File: config.mk
export PLATFORM = sky130hd
export DESIGN_NAME = tr_step_tracker
export DESIGN_NICKNAME = d
export VERILOG_FILES = /design/src/rtl/tr_step_tracker.sv
export SDC_FILE = /design/constraint.sdc
export NUM_CORES = 1
export LEC_CHECK = 0
export CAP_MARGIN = 10
export CORE_ASPECT_RATIO = 1.5
export CORE_MARGIN = 3
export CORE_UTILIZATION = 47
export DETAILED_ROUTE_END_ITERATION = 6
export MAX_ROUTING_LAYER = met4
export PLACE_DENSITY = 0.78
export SLEW_MARGIN = 20
export SYNTH_ARGS = -nofsm -noshare
export SYNTH_HDL_FRONTEND = slang
export SYNTH_SLANG_ARGS = --single-unit
File: constraint.sdc
create_clock -name clk -period 17.5 [get_ports clk]
set_input_delay 3.5 -clock clk [delete_from_list [all_inputs] [get_ports clk]]
set_output_delay 3.5 -clock clk [all_outputs]
set_load 0.01 [all_outputs]
File: src/rtl/tr_step_tracker.sv
// -----------------------------------------------------------------------------
// tr_step_tracker
//
// Sits directly after the stepper pulse generator. It detects every active
// step edge on drv_pulse, keeps a signed absolute position, counts steps,
// measures the period between steps and enforces soft travel limits by
// requesting a stop.
//
// Ports
//   clk, rst        : system clock, synchronous active-high reset
//   drv_pulse       : step pulse from the generator (already in clk domain)
//   invert_pulse    : 1 = pulses are active-low
//   dir             : 1 = positive travel, sampled with the step
//   limit_en        : enables soft-limit checking
//   lim_min/lim_max : signed soft limits
//   pos_load/pos_val: one-cycle load of the absolute position
//   cnt_clr         : one-cycle clear of step_cnt, overrun, overspeed
//   limit_clr       : one-cycle strobe that leaves HALT
//   position        : signed absolute position
//   step_cnt        : wrapping count of steps since the last cnt_clr
//   step_strobe     : one-cycle pulse per counted step
//   last_gap        : cycles between the two most recent steps
//   moving          : high in RUN
//   stop_req        : high in HALT
//   overrun         : sticky, step toward the violated limit while halted
//   overspeed       : sticky, step gap below MIN_GAP
//   dbg_state       : current FSM state (0 IDLE, 1 RUN, 2 HALT)
//
// Handshake: step_strobe is a valid-only event with no ready; it is high for
// exactly one cycle per counted step, and position/step_cnt/last_gap carry the
// values of that step in the same cycle.
// -----------------------------------------------------------------------------
module tr_step_tracker #(
    parameter int SIZE         = 16,
    parameter int GAPW         = 16,
    parameter int IDLE_TIMEOUT = 50000,
    parameter int MIN_GAP      = 1000
) (
    input  logic            clk,
    input  logic            rst,
    input  logic            drv_pulse,
    input  logic            invert_pulse,
    input  logic            dir,
    input  logic            limit_en,
    input  logic [31:0]     lim_min,
    input  logic [31:0]     lim_max,
    input  logic            pos_load,
    input  logic [31:0]     pos_val,
    input  logic            cnt_clr,
    input  logic            limit_clr,
    output logic [31:0]     position,
    output logic [SIZE-1:0] step_cnt,
    output logic            step_strobe,
    output logic [GAPW-1:0] last_gap,
    output logic            moving,
    output logic            stop_req,
    output logic            overrun,
    output logic            overspeed,
    output logic [1:0]      dbg_state
);

    typedef enum logic [1:0] {
        ST_IDLE = 2'd0,
        ST_RUN  = 2'd1,
        ST_HALT = 2'd2
    } state_t;

    localparam logic [GAPW-1:0] LP_MIN_GAP = GAPW'(MIN_GAP);
    localparam logic [GAPW-1:0] LP_IDLE    = GAPW'(IDLE_TIMEOUT);
    localparam logic [GAPW-1:0] LP_GAP_MAX = '1;

    state_t          r_state;
    state_t          w_state_next;

    logic            w_a;
    logic            r_a;
    logic            r_a_q;
    logic            r_inv;
    logic            r_inv_q;
    logic            w_step;

    logic [31:0]     r_pos;
    logic [31:0]     w_pos_step;
    logic [31:0]     w_pos_new;
    logic [SIZE-1:0] r_cnt;
    logic            r_strobe;
    logic [GAPW-1:0] r_gap;
    logic [GAPW-1:0] r_last_gap;
    logic            r_ovr;
    logic            r_ovs;
    logic            r_halt_hi;     // 1 = HALT was entered on the upper limit
    logic            w_limit_hit;

    // ------------------------------------------------------------------
    // Edge detection. The active level and the invert bit are both
    // registered, and the edge is taken between the two registered copies,
    // so outputs follow one edge after the first edge that samples a = 1.
    // A cycle in which the registered invert bit changes is masked, which
    // means an invert flip can never look like a step.
    // ------------------------------------------------------------------
    assign w_a = drv_pulse ^ invert_pulse;

    always_ff @(posedge clk) begin
        if (rst) begin
            // Preload both stages with the live level so a pulse that is
            // already active at reset is never counted.
            r_a     <= w_a;
            r_a_q   <= w_a;
            r_inv   <= invert_pulse;
            r_inv_q <= invert_pulse;
        end else begin
            r_a     <= w_a;
            r_a_q   <= r_a;
            r_inv   <= invert_pulse;
            r_inv_q <= r_inv;
        end
    end

    assign w_step = r_a & ~r_a_q & (r_inv == r_inv_q);

    // ------------------------------------------------------------------
    // Position arithmetic and limit test (signed, on the post-step value;
    // a coincident load supplies that value instead of the +/-1 result).
    // ------------------------------------------------------------------
    assign w_pos_step = dir ? (r_pos + 32'd1) : (r_pos - 32'd1);
    assign w_pos_new  = pos_load ? pos_val : w_pos_step;
    assign w_limit_hit = limit_en &&
                         (dir ? ($signed(w_pos_new) >= $signed(lim_max))
                              : ($signed(w_pos_new) <= $signed(lim_min)));

    // ------------------------------------------------------------------
    // FSM: state register
    // ------------------------------------------------------------------
    always_ff @(posedge clk) begin
        if (rst) begin
            r_state <= ST_IDLE;
        end else begin
            r_state <= w_state_next;
        end
    end

    // ------------------------------------------------------------------
    // FSM: next state
    // ------------------------------------------------------------------
    always_comb begin
        w_state_next = r_state;
        case (r_state)
            ST_IDLE, ST_RUN: begin
                if (w_step) begin
                    w_state_next = w_limit_hit ? ST_HALT : ST_RUN;
                end else if (r_state == ST_RUN && r_gap >= LP_IDLE) begin
                    w_state_next = ST_IDLE;
                end
            end
            ST_HALT: begin
                // Only an explicit clear leaves HALT; dropping limit_en does not.
                if (limit_clr) begin
                    w_state_next = ST_IDLE;
                end
            end
            default: w_state_next = ST_IDLE;
        endcase
    end

    // ------------------------------------------------------------------
    // FSM: outputs
    // ------------------------------------------------------------------
    always_comb begin
        moving    = (r_state == ST_RUN);
        stop_req  = (r_state == ST_HALT);
        dbg_state = r_state;
    end

    // ------------------------------------------------------------------
    // Datapath
    // ------------------------------------------------------------------
    always_ff @(posedge clk) begin
        if (rst) begin
            r_pos      <= '0;
            r_cnt      <= '0;
            r_strobe   <= 1'b0;
            r_gap      <= '0;
            r_last_gap <= '0;
            r_ovr      <= 1'b0;
            r_ovs      <= 1'b0;
            r_halt_hi  <= 1'b0;
        end else begin
            r_strobe <= w_step;

            if (pos_load) begin
                r_pos <= pos_val;
            end else if (w_step) begin
                r_pos <= w_pos_step;
            end

            if (cnt_clr) begin
                r_cnt <= '0;
            end else if (w_step) begin
                r_cnt <= r_cnt + SIZE'(1);
            end

            // Gap counter restarts at 1 so last_gap equals the step period.
            if (w_step) begin
                r_last_gap <= r_gap;
                r_gap      <= GAPW'(1);
            end else if (r_gap != LP_GAP_MAX) begin
                r_gap <= r_gap + GAPW'(1);
            end

            // The first step out of IDLE has no meaningful gap to judge.
            if (cnt_clr) begin
                r_ovs <= 1'b0;
            end else if (w_step && r_state != ST_IDLE && r_gap < LP_MIN_GAP) begin
                r_ovs <= 1'b1;
            end

            if (cnt_clr) begin
                r_ovr <= 1'b0;
            end else if (w_step && r_state == ST_HALT && dir == r_halt_hi) begin
                r_ovr <= 1'b1;
            end

            if (r_state != ST_HALT && w_state_next == ST_HALT) begin
                r_halt_hi <= dir;
            end
        end
    end

    assign position    = r_pos;
    assign step_cnt    = r_cnt;
    assign step_strobe = r_strobe;
    assign last_gap    = r_last_gap;
    assign overrun     = r_ovr;
    assign overspeed   = r_ovs;

endmodule

==> reports/qor.yml, run 1 <==
global_route:
  met3_usage_pct: 4.581
  grt_max_degree: 73
  overflow: 0
  grt_pass1_vias: 7237
  busiest_layer: "met2"
  met2_usage_pct: 47.72
  antenna_found_initial: 0
  grt_pass1_wl_um: 34580
  use_met1_pct: 26.58
  grt.total_usage_pct: 26.26
routing:
  wl_um: 21630
  dr.pass1.iters: 5
  drcViolationCount: 0
  num_vias: 7325
  first_iter_violations: 380
  via_per_inst: 5.648
  ant_nets: 0
  wl_per_cell_um: 16.68
timing:
  slew_headroom_pct: 48.63
  hold_viol: 0
  tns_ns: 0
  skew_ns: 0.008216
  slew_viol_final: 0
  fin_crit_ns: 8.844
  fmax_mhz: 113.1
  tightest_slew_ns: 0.7687
  period_share_pct: 50.54
  layout_setup_ws_ns: 8.656
  setup_viol: 0
  rsz0062_at_grt: "no"
floorplan:
  ios: 176
  die_area_mm2: 0.01672
  start_util_pct: 48.42
  chipWidth_um: 106.6
  die_h_um: 156.9
  rows: 54
  core-area_mm2: 0.01473
logic_synthesis:
  ys_top_cells_by_count: "nand2_1, ha_1, nor2_1, dfxtp_1, a21oi_1"
  synth_fp_nets: 1141
  synth-main-ff-cell: "dfxtp_1"
  synth_most_common_cell: "nand2_1"
  ys_ff_latch: 90
  async_reset_ff_share_pct: 0
  yosysSeqAreaShare_pct: 25.26
  synth_edf_count: 0
  postSynthAreaPerCell_um2: 7.603
  synth_cells: 938
  syn_area_mm2: 0.007132
  yosys.area.top_type_share_pct: 25.26
  yosys.area.top_type: "dfxtp_1"
  yosysWarnings: 0
  synthTopCellsByArea: "dfxtp_1, ha_1, nand2_1, a21oi_1, nor2_1"
  ys_types: 65
worst_setup_path:
  critPathLaunchType: "primary input"
  worst_setup_path_end_kind: "flop"
  path_class: "primary input to flop"
  cp.required_ns: 17.74
  crit_fanout: 33
  crit_arrival_ns: 9.09
final_layout:
  area_delta_synth_final_pct: 30.37
  nets: 1299
  regArea_mm2: 0.001802
  num_antenna_cells: 0
  fin_util_pct: 63.12
  multi_input_area_mm2: 0.004870
  drive_gt1_share_pct: 3.996
  final_cells: 1297
  n_fill_cell: 1365
outcome:
  status: "finished, final reports clean"
power_and_ir_drop:
  powerDensity_mw_per_mm2: 72.87
  power_mw: 0.6776
  swShare_pct: 36.38
  clkPwrFrac_pct: 29.7
  internal-power_mw: 0.4310
  comb_power_share_pct: 37.0
  switchingPower_mw: 0.2465
  power_leakage_nw: 4.032
  seq_power_share_pct: 33.2
  peakVddDrop_v: 0.00005229
clock_tree:
  cts_setup_buffers: 0
  cts_buffer_depth: 2
  cts_sinks: 90
  clk_pin_slew_ns: 0.08
  root_buffer: "clkbuf_16"
  cts_buffers: 9
  post_cts_resized: 0
  clk_latency_ns: 0.35
  cts_tree: "done"
  ctsHoldBuffers: 0
  htreeDepth: 3
placed_design:
  dp_slack_ns: 8.342
  place_congestion: 0.9705
  dpl.hpwl_um: 17040
  numPortBuffers: 175
  place_inst: 1281
hold_path:
  hp-class: "flop to flop"
job:
  max_cap_viol_count: 0
## metal layers
metal  part of all wire [%]  vias to the layer above
met1                     37                     3392
met2                     52                      250
met5                      0                        -
met3                    6.3                       63
li1                       -                     3620
met4                    5.1                        0
## metrics by stage
stage	area (µm²)	hold WS, ns
floorplan	7132	0.4682
detailed placement	8996	0.4453
finish	9298	0.4567
global placement	8996	0.4415
global route	9298	0.4779
CTS	9298	0.4563
## power by group through the flow
stage | Combinational [mW] | Sequential [mW] | Clock (mW)
2_1_floorplan | 0.159 | 0.230 | 0
3_3_place_gp | 0.243 | 0.230 | 0
3_5_place_dp | 0.249 | 0.230 | 0
4_1_cts | 0.251 | 0.225 | 0.203
5_1_grt | 0.279 | 0.226 | 0.212
6_report | 0.251 | 0.225 | 0.201
## logic make-up (layout without fill, tap and decap cells)
group	count (synthesis)	in the layout	share of synthesized area, %
flops	90	90	25.26
fa+ha+maj	98	98	17.30
simple gates	331	331	21.09
compound gates	246	246	22.25
mux	6	6	0.8947
xor+xnor	55	55	6.754
buf+inv	112	275	6.456
## sequential cells by signal, indices dropped and copies added (netlist names)
register / flops
r_inv_q: 1
r_a_q: 1
dbg_state: 2
last_gap: 16
r_gap: 16
step_cnt: 16
r_halt_hi: 1
overrun: 1
position: 32
step_strobe: 1
r_inv: 1
overspeed: 1
r_a: 1
## cells in the final DEF, fill, tap and decap left out, drive strengths merged, types with 3 or more instances in the layout
cell type      synthesis  final
o31ai                  4      4
a21o                  14     14
o21ai                 62     62
a221oi                 5      5
nand2b                 6      6
clkdlybuf4s50          0    173
or3                    4      4
nand4                 21     21
buf                   10      8
inv                   78     84
or2                    4      4
mux2                   3      3
a211oi                13     13
o211ai                 7      7
o2111ai                3      3
nor2                  95     95
nand2                122    122
a21oi                 86     86
nand3                 24     24
xor2                  34     34
xnor2                 21     21
and4                   3      3
a21boi                 4      4
a31oi                  7      7
ha                    97     97
o221ai                 5      5
mux2i                  3      3
a2111oi                5      5
nor2b                 10     10
nand3b                 3      3
clkbuf                24      9
o21a                   7      7
and3                  11     11
o21bai                 5      5
nor3                  21     21
dfxtp                 90     90
o211a                  7      7
## worst max-delay path: stages
cell and delay (ns):
clkdlybuf4s50_1 0.59, inv_1 0.06, buf_4 0.26, fa_1 0.49
a21oi_1 0.23, o21ai_1 0.15, a221oi_2 0.31, a21boi_2 0.14
a221oi_4 0.36, o31ai_2 0.15, a221oi_2 0.29, xor2_1 0.22
o21ai_1 0.15, ha_1 0.36, and3_1 0.17, nand3_1 0.12
nand3b_1 0.22, a21o_1 0.20, and3b_1 0.18, o311ai_1 0.43
nor2_1 0.14, a2111oi_2 0.37
## path summary, 6_finish.rpt
| check | startpoint | endpoint | slack, ns | depth (start not counted) |
|---|---|---|---|---|
| worst max-delay path | dir | dbg_state[0] | 8.66 | 22 |
| worst min-delay path | last_gap[3] | last_gap[3] | 0.46 | 2 |
| worst max register to register | position[0] | dbg_state[0] | 12.40 | 19 |
| worst min register to register | last_gap[3] | last_gap[3] | 0.46 | 2 |
## cell type report
| class | count | share of cell area (%) |
|---|---|---|
| clock inverters | 7 | 0.8209 |
| repair buffers | 181 | 19.22 |
| clock buffers | 9 | 2.422 |
| well taps | 196 | 2.638 |
| inverters | 78 | 3.149 |
| multi-input cells | 736 | 52.38 |
| flip-flops and latches | 90 | 19.38 |
Power figures use the tool's default switching activity.
==> run 2, diff against run 1 <==
Settings changed: CORE_UTILIZATION 47 to 46, PLACE_DENSITY 0.78 to 0.79.
Clock period 17.5 ns to 7.2 ns, I/O delays scaled along.
==> run 2 against run 1 <==
Compared with the run above:
- sequential power grew 140%
- highest routed layer unchanged
- critical path type unchanged
- wire length shrank 0.61%
- largest cell class unchanged
- combinational power grew 140%
- critical endpoint unchanged
- clock skew grew 0.0028 ns
- clock power grew 140%
- via count shrank 0.22%
- utilization shrank 1.4 points
- largest power group unchanged
- count of clock-buffer cells in the layout is the same
- critical path depth shrank 1
- sequential share of layout area shrank 0.086 points
- design area grew 0.44%
==> reports/qor.yml, run 2 (synthesis gave the netlist of run 1 again) <==
routing:
  wl_um: 21500  # -0.61%
  dr.pass1.iters: 6  # +1
  via_per_inst: 5.605  # -0.75%
  first_iter_violations: 344  # -9.5%
  wl_per_cell_um: 16.49  # -1.1%
  num_vias: 7309  # -0.22%
  ant_nets: 0  # unchanged
  drcViolationCount: 0  # unchanged
floorplan:
  ios: 176  # unchanged
  start_util_pct: 47.11  # -1.3 points
  chipWidth_um: 107.7  # +1.0%
  die_area_mm2: 0.01706  # +2.1%
  core-area_mm2: 0.01514  # +2.8%
  die_h_um: 158.5  # +1.0%
  rows: 55  # +1.9%
timing:
  setup_viol: 0  # unchanged
  fin_crit_ns: 6.724
  tightest_slew_ns: 0.8250  # +0.05631 ns
  period_share_pct: 93.38
  rsz0062_at_grt: "no"
  slew_headroom_pct: 44.94  # -3.7 points
  hold_viol: 0  # unchanged
  hold_ws_ns: 0.4566  # -0.00007600 ns
  skew_ns: 0.01097  # +0.002757 ns
  tns_ns: 0  # unchanged
  slew_viol_final: 0  # unchanged
  fmax_mhz: 148.7
clock_tree:
  clk_pin_slew_ns: 0.07  # about the same
  clk_latency_ns: 0.36  # about the same
  cts_sinks: 90  # unchanged
  root_buffer: "clkbuf_16"
  ctsHoldBuffers: 0  # unchanged
  cts_buffers: 9  # unchanged
  htreeDepth: 3  # unchanged
  cts_tree: "done"
  cts_buffer_depth: 2  # unchanged
worst_setup_path:
  path_class: "primary input to flop"
  crit_fanout: 17  # -48%
  critPathLaunchType: "primary input"
  critical-path-top-delay-family: "compound AO/OA/AOI/OAI gates"
  crit_slowest_cell: "clkdlybuf4s50_1"
  cp.required_ns: 7.46  # -10.28 ns
  crit_arrival_ns: 6.98  # -2.11 ns
  worst-path-buf-inv: 4  # +1
  cp_slowest_stage_delay_ns: 0.62  # +0.03 ns
  worst_setup_path_end_kind: "flop"
  path_cells: "clkdlybuf4s50_1 -> clkinvlp_4 -> buf_12 -> ha_1 -> a211oi_1 -> o21bai_1 -> o21ai_1 -> buf_4 -> a211oi_1 -> nor3_1 -> xor2_1 -> o21ai_0 -> ha_1 -> nand4_1 -> or4_1 -> a21oi_1 -> a311o_1 -> o21ba_2 -> a211oi_2 -> nor2_1 -> a2111oi_2"
power_and_ir_drop:
  swShare_pct: 35.99  # -0.40 points
  clkPwrFrac_pct: 29.1  # -0.6 points
  powerDensity_mw_per_mm2: 174.9  # +140%
  switchingPower_mw: 0.5877  # +140%
  power_leakage_nw: 4.042  # +0.25%
  seq_power_share_pct: 33.5  # +0.3 points
  power_mw: 1.633  # +140%
  peakVddDrop_v: 0.0001543  # +200%
  internal-power_mw: 1.045  # +140%
  comb_power_share_pct: 37.4  # +0.4 points
global_route:
  grt_max_degree: 65  # -11%
  overflow: 0  # unchanged
  grt_pass1_vias: 7094  # -2.0%
  antenna_found_initial: 0  # unchanged
  grt_pass1_wl_um: 34040  # -1.5%
  grt.total_usage_pct: 25.47  # -0.79 points
job:
  max_cap_viol_count: 0  # unchanged
final_layout:
  drive_gt1_share_pct: 4.525  # +0.53 points
  num_antenna_cells: 0  # unchanged
  largest_reg_flops: 32  # unchanged
  final_cell_mix: "clkdlybuf4s50_1, nand2_1, ha_1, nor2_1, dfxtp_1"
  area_delta_synth_final_pct: 30.95
  nets: 1303  # +0.31%
  final_common_cell: "clkdlybuf4s50_1"
placed_design:
  dpl.hpwl_um: 16710  # -1.9%
  numPortBuffers: 175  # unchanged
  place_congestion: 0.9496  # -2.2%
hold_path:
  hp-class: "flop to flop"
outcome:
  status: "finished, final reports clean"
==> run 2: changes by cell type in the layout (fill, tap and decap cells not counted) <==
cell        before  now
inv_1           78   77
nor2_2           0    1
buf_12           0    1
clkinvlp_4       0    2
inv_8            3    2
nor2_1          95   94
clkinv_8         1    0
buf_4            6    9
clkinv_4         0    1
==> run 2: cell type report <==
class,instances,area [µm²]
clock buffers,9,225.2
clock inverters,7,65.06
fillers,1404,5801
inverters,78,296.5
multi-input cells,736,4872
flip-flops and latches,90,1802
well taps,199,249.0
repair buffers,185,1829
==> run 2: path summary, 6_finish.rpt <==
path | start | to | slack, ns | cells past startpoint
worst max-delay path | dir | dbg_state[0] | 0.48 | 21
worst min-delay path | last_gap[7] | last_gap[7] | 0.46 | 2
worst max register to register | position[1] | dbg_state[0] | 2.11 | 18
worst min register to register | last_gap[7] | last_gap[7] | 0.46 | 2
==> run 2: repair_timing <==
action | 4_1_cts | 5_1_grt
gates resized for setup | 0 | 1
setup buffers | 0 | 1
setup endpoints to repair | 0 | 1
==> run 2: tightest hold or removal path: stages (launching register included) <==
cell and delay (ns):
dfxtp_1 0.31, nand2_1 0.05, a21oi_1 0.05
==> run 2: per-stage QoR <==
stage	setup slack, ns	instance area [µm²]	std cells	utilization (%)
after floorplan	1.145	7132	938	-
after global placement	0.2300	9022	1287	59.60
after detailed placement	0.09785	9025	1287	59.61
after CTS	0.4311	9315	1303	61.53
after global routing	0.2231	9339	1304	61.69
final	0.4764	9339	1304	61.69
==> run 2: power by group through the flow <==
stage	sequential [mW]	clock [mW]	combinational, mW
after floorplan	0.560	0	0.387
after global placement	0.558	0	0.591
after detailed placement	0.559	0	0.601
after CTS	0.548	0.483	0.606
after global routing	0.551	0.499	0.681
final	0.548	0.475	0.610
==> run 2: routing by layer <==
layer  vias to the layer above  track usage, %  wire, µm
li1                       3614               -         -
met1                      3388           27.69      8373
met2                       253           45.05     10980
met3                        54           4.219      1299
met4                         0           11.91       850
met5                         -               -         0
